===== src/rtl/bz_sound_pkg.sv =====
// Shared definitions for the Battlezone sound control path: latch bit map,
// trigger counter width, default parameters and a small edge-detect helper.
package bz_sound_pkg;

    // Bit positions inside the CPU sound control latch
    localparam int SND_EXPLO_LS   = 0;  // explosion loud(1)/soft(0)
    localparam int SND_EXPLO_REQ  = 1;  // explosion one-shot request
    localparam int SND_SHELL_LS   = 2;  // shell loud(1)/soft(0)
    localparam int SND_SHELL_REQ  = 3;  // shell one-shot request
    localparam int SND_ENGINE_REV = 4;  // engine high-rev select
    localparam int SND_ON         = 5;  // master sound enable
    localparam int SND_SPARE      = 6;  // unused, stored and read back
    localparam int SND_MOTOR      = 7;  // engine sound enable

    // Trigger down-counter width
    localparam int TRIG_W = 8;

    // Defaults for the top-level parameters
    localparam logic [15:0]       LATCH_ADDR_DEFAULT = 16'h1840;
    localparam logic [TRIG_W-1:0] TRIG_TICKS_DEFAULT = 8'd48;

    // A request "rises" when the written byte sets the bit while the stored
    // byte has it clear. The written byte must also carry snd_on, so a write
    // that turns sound on and raises a request in one go still fires.
    function automatic logic req_rise(input logic [7:0] old_latch,
                                      input logic [7:0] new_data,
                                      input int         req_bit);
        return new_data[req_bit] && !old_latch[req_bit] && new_data[SND_ON];
    endfunction

endpackage


===== src/rtl/sound_trigger_stretch.sv =====
// One trigger channel: stretches a single-cycle request edge into a pulse
// lasting TRIG_TICKS clock-enable ticks. Retrigger reloads; a cleared request
// never truncates a pulse already running.
module sound_trigger_stretch
    import bz_sound_pkg::*;
#(
    parameter logic [TRIG_W-1:0] TRIG_TICKS = TRIG_TICKS_DEFAULT
) (
    input  logic clk,
    input  logic rst_n,
    input  logic tick,    // 3 MHz clock enable
    input  logic rise,    // request edge, already qualified by the new snd_on
    input  logic enable,  // stored master sound enable
    output logic pulse
);

    logic [TRIG_W-1:0] r_count;

    // Down-counter: load beats hold-at-zero beats decrement, so a load that
    // lands on a tick starts at the full TRIG_TICKS.
    always_ff @(posedge clk or negedge rst_n) begin
        // NOTE: sequential state uses non-blocking assignments only, so every
        // flop samples pre-edge values regardless of block evaluation order.
        if (!rst_n) begin
            r_count <= '0;
        end else if (rise) begin
            r_count <= TRIG_TICKS;
        end else if (!enable) begin
            r_count <= '0;
        end else if (tick && (r_count != '0)) begin
            r_count <= r_count - TRIG_W'(1);
        end
    end

    // Single AND of registered terms: no combinational path from the CPU bus.
    assign pulse = (r_count != '0) && enable;

endmodule


===== src/rtl/sound_ctrl_latch.sv =====
// CPU-side sound control latch. Decodes 6502 writes at LATCH_ADDR, holds the
// control byte, gates the level outputs with snd_on and drives two trigger
// stretchers for the shell and explosion noise channels.
module sound_ctrl_latch
    import bz_sound_pkg::*;
#(
    parameter logic [15:0]       LATCH_ADDR = LATCH_ADDR_DEFAULT,
    parameter logic [TRIG_W-1:0] TRIG_TICKS = TRIG_TICKS_DEFAULT
) (
    input  logic        clk,
    input  logic        rst_n,
    input  logic        clk_3MHz_en,
    input  logic [15:0] cpu_addr,
    input  logic [7:0]  cpu_data,
    input  logic        cpu_we,
    output logic [7:0]  cpu_rdata,
    output logic        motor_en,
    output logic        engine_rev_en,
    output logic        shell_ls,
    output logic        shell_en,
    output logic        explo_ls,
    output logic        explo_en
);

    logic [7:0] r_latch;
    logic       w_write;
    logic       w_snd_on;
    logic       w_shell_rise;
    logic       w_explo_rise;

    assign w_write  = cpu_we && (cpu_addr == LATCH_ADDR);
    assign w_snd_on = r_latch[SND_ON];

    // Edge detection compares the incoming byte against the stored byte, so
    // back-to-back writes see the value taken on the previous edge.
    assign w_shell_rise = w_write && req_rise(r_latch, cpu_data, SND_SHELL_REQ);
    assign w_explo_rise = w_write && req_rise(r_latch, cpu_data, SND_EXPLO_REQ);

    // Control latch: loaded on a decoded write, updated even while muted.
    always_ff @(posedge clk or negedge rst_n) begin
        if (!rst_n) begin
            r_latch <= 8'h00;
        end else if (w_write) begin
            r_latch <= cpu_data;
        end
    end

    assign cpu_rdata = r_latch;

    // Level outputs: stored bit gated by the stored master enable.
    assign motor_en      = r_latch[SND_MOTOR]      && w_snd_on;
    assign engine_rev_en = r_latch[SND_ENGINE_REV] && w_snd_on;
    assign shell_ls      = r_latch[SND_SHELL_LS]   && w_snd_on;
    assign explo_ls      = r_latch[SND_EXPLO_LS]   && w_snd_on;

    sound_trigger_stretch #(
        .TRIG_TICKS (TRIG_TICKS)
    ) u_shell_trig (
        .clk    (clk),
        .rst_n  (rst_n),
        .tick   (clk_3MHz_en),
        .rise   (w_shell_rise),
        .enable (w_snd_on),
        .pulse  (shell_en)
    );

    sound_trigger_stretch #(
        .TRIG_TICKS (TRIG_TICKS)
    ) u_explo_trig (
        .clk    (clk),
        .rst_n  (rst_n),
        .tick   (clk_3MHz_en),
        .rise   (w_explo_rise),
        .enable (w_snd_on),
        .pulse  (explo_en)
    );

endmodule


===== config.mk =====
export PLATFORM = sky130hd
export DESIGN_NAME = sound_ctrl_latch
export DESIGN_NICKNAME = d
export VERILOG_FILES = /design/src/rtl/bz_sound_pkg.sv /design/src/rtl/sound_trigger_stretch.sv /design/src/rtl/sound_ctrl_latch.sv
export SDC_FILE = /design/constraint.sdc
export NUM_CORES = 1
export LEC_CHECK = 0
export ABC_AREA = 1
export BUFFER_PORTS_ARGS = -buffer_cell sky130_fd_sc_hd__buf_2
export CAP_MARGIN = 5
export CORE_UTILIZATION = 30
export CTS_BUF_LIST = sky130_fd_sc_hd__clkbuf_4
export DETAILED_ROUTE_END_ITERATION = 6
export HOLD_SLACK_MARGIN = 0.06
export SYNTH_ARGS = -nofsm -noshare
export SYNTH_HDL_FRONTEND = slang
export SYNTH_SLANG_ARGS = --single-unit

===== constraint.sdc =====
create_clock -name clk -period 1.44 [get_ports clk]
set_input_delay 0.288 -clock clk [delete_from_list [all_inputs] [get_ports clk]]
set_output_delay 0.288 -clock clk [all_outputs]
set_load 0.02 [all_outputs]

==> metrics.txt <==
WS Path Type reg -> out; CTS tree yes; port bufs 41; CTS root buffer clkbuf_4; final setup violation count 8; RSZ-0062 raised after global routing yes; starting density of the core 31.5%; maxcap violations 0; vias per inst ~4.4; DR vias ~1700; total CTS buffers 3; vias in the first global route between 1500 and 2000; HPWL after DPL 2880 µm; finished layout cell area 2400 µm²; synthesized net count 294; top_reg_cell synth dfrtp_1; post-synthesis register bit count 24; placed cells between 300 and 400; GRT Total Usage 14.1%; Pwr per Cell Area ~450 nW/µm²; final hold slack 178 ps; clk slew on worst S/H paths 150 ps; Placed Area 2060 µm²; DIE AREA about 6200 µm²; failing checks setup timing; status finished with violations; Worst Path Max Fanout 2; Hold Violations, Final 0; ys async rst share 100%; Power, Total 1.09 mW; Setup WS pre-CTS 1.59 ps; clk_lat worst skew 320 ps; setup TNS -703 ps; syn_area_per_cell 6.70 µm²; Longest Clk Path Bufs 2; Finished Layout Cells 398; commonest cells in the netlist nand2_1, inv_1, nand3_1, nor2_1, dfrtp_1; Yosys top cell area share 34.2%; Gate Count Post-Synth 262; setup ws final -188 ps; die width 78.5 µm; Hold WC Path Type in -> reg; clock skew 10.8 ps; GRT overflow 0; post-layout util 43.1%; Leakage 1.43 nW; Fmax 614 MHz; EDFF count, synth 0; minimum clock period approximately 1600 ps; DR pass1 iterations 4; first-pass GRT wire length just over 7000 µm; count leader, synth nand2_1; Routability Congestion ~0.82; wire per inst 10.1 µm; Worst Path Required 1150 ps; Area contributors post-synth dfrtp_1, nand2_1, inv_1, nand3_1, nor2_1; Netlist Area Pre-Place 1760 µm²; row count 27; DRT iter0 DRCs 73; initial antenna violation count 0; ANT cells 0; filler instances approximately 590; WL final 4020 µm; core area around 5600 µm²; # nets final 359; Synth area leader dfrtp_1; Worst VDD drop approximately 0.24 mV; Die Height approximately 78 µm; Seq/Total Area, Yosys 34.2%; Crit. End Element output pin; crit start category register; H-tree Lvls 1; antenna-violating nets left 0; largest net degree at the start of global routing 25; Slew @ Worst Pin 566 ps; share of layout cells above drive strength 1 37.1%; Crit path arrival time 1340 ps; number of distinct library cells after synthesis 24; DRC Markers 0; area grow syn2layout 36.8%; CTS Sinks 24; Yosys warning count 0; Final Max Tran Viols 0; Max-Slew Margin vs Limit 62.3%; Tcrit/Tclk final 113%; io pins 42
## metal layers
layer / up-vias / share of wire [%] / GRT usage (%)
li1: 935 / - / -
met1: 757 / 52 / 19.3
met2: 39 / 44 / 23.0
met3: 4 / 3.3 / 1.51
met4: 0 / 0.97 / 4.44
met5: - / 0 / 0
## placed cells by master (no fill, tap or decap), types with 2 or more instances in the layout
cell type / synthesis / final
nor2_2: 6 / 6
dfrtp_2: 0 / 2
nand3_4: 0 / 2
nand3b_1: 2 / 2
buf_6: 1 / 5
o21ai_2: 6 / 7
inv_1: 47 / 41
ha_4: 0 / 3
nor2_1: 34 / 29
nand2_2: 7 / 6
nand2_1: 66 / 64
buf_4: 1 / 21
nand2_4: 2 / 4
clkbuf_4: 0 / 3
nand3_2: 1 / 3
nand4_1: 6 / 6
dfrtp_1: 24 / 22
buf_2: 4 / 39
inv_2: 3 / 7
nor2_4: 1 / 6
nand3_1: 35 / 31
inv_4: 0 / 2
o21ai_0: 3 / 2
o21ai_1: 4 / 4
nand4_2: 2 / 2
## path summary, 6_finish.rpt
path	slack, ps	endpoint	startpoint	depth (start not counted)
max	-190	explo_en	u_explo_trig.r_count[1]	6
min	180	cpu_rdata[7]	cpu_data[7]	3
max reg2reg	-100	u_shell_trig.r_count[3]	u_shell_trig.r_count[0]	13
min reg2reg	510	cpu_rdata[6]	cpu_rdata[6]	2
max in group asynchronous	570	u_shell_trig.r_count[2]	rst_n	2
min in group asynchronous	470	cpu_rdata[1]	rst_n	2
## kinds of logic (layout without fill, tap and decap cells)
| group | Yosys count | in the layout | share of synthesized area [%] |
|---|---|---|---|
| and+or+nand+nor | 164 | 164 | 44.5 |
| buffers and inverters | 56 | 120 | 12.9 |
| AOI/OAI and AO/OA | 13 | 13 | 4.99 |
| xor gates and xnor gates | 1 | 1 | 0.499 |
| DFF | 24 | 24 | 34.2 |
| adders and majority gates | 4 | 4 | 2.85 |
## cell type report
cell class	instances	area [µm²]	share of cell area, %
Clock buffer	3	22.5	0.938
Clock inverter	1	3.75	0.156
Inverter	50	193	8.02
Multi-Input combinational cell	182	1070	44.6
Sequential cell	24	603	25.1
Tap cell	72	90.1	3.75
Timing Repair Buffer	66	419	17.4
## sequential cells by signal (all words and copies together) (netlist names)
register / flops
u_explo_trig.r_count: 8
u_shell_trig.r_count: 8
cpu_rdata: 8
## critical path: stages (launching register included)
cell     delay [ps]
dfrtp_1         420
inv_2            80
ha_4            140
nand3_4          70
nor2_2          100
nor2_1           50
buf_4           150
## report_power, final
part | switching [mW] | internal, mW
registers | 0.000131 | 0.674
clock network | 0.220 | 0.102
logic | 0.0532 | 0.0380
## what timing repair did
item | in CTS | in global routing
pin swaps | 9 | 9
endpoints found under the setup margin | 8 | 21
endpoints found under the hold margin | 24 | 0
hold buffers | 1 | 0
gates resized for setup | 17 | 30
setup buffers | 12 | 5
Note: power is estimated with default switching activity, not from simulation.
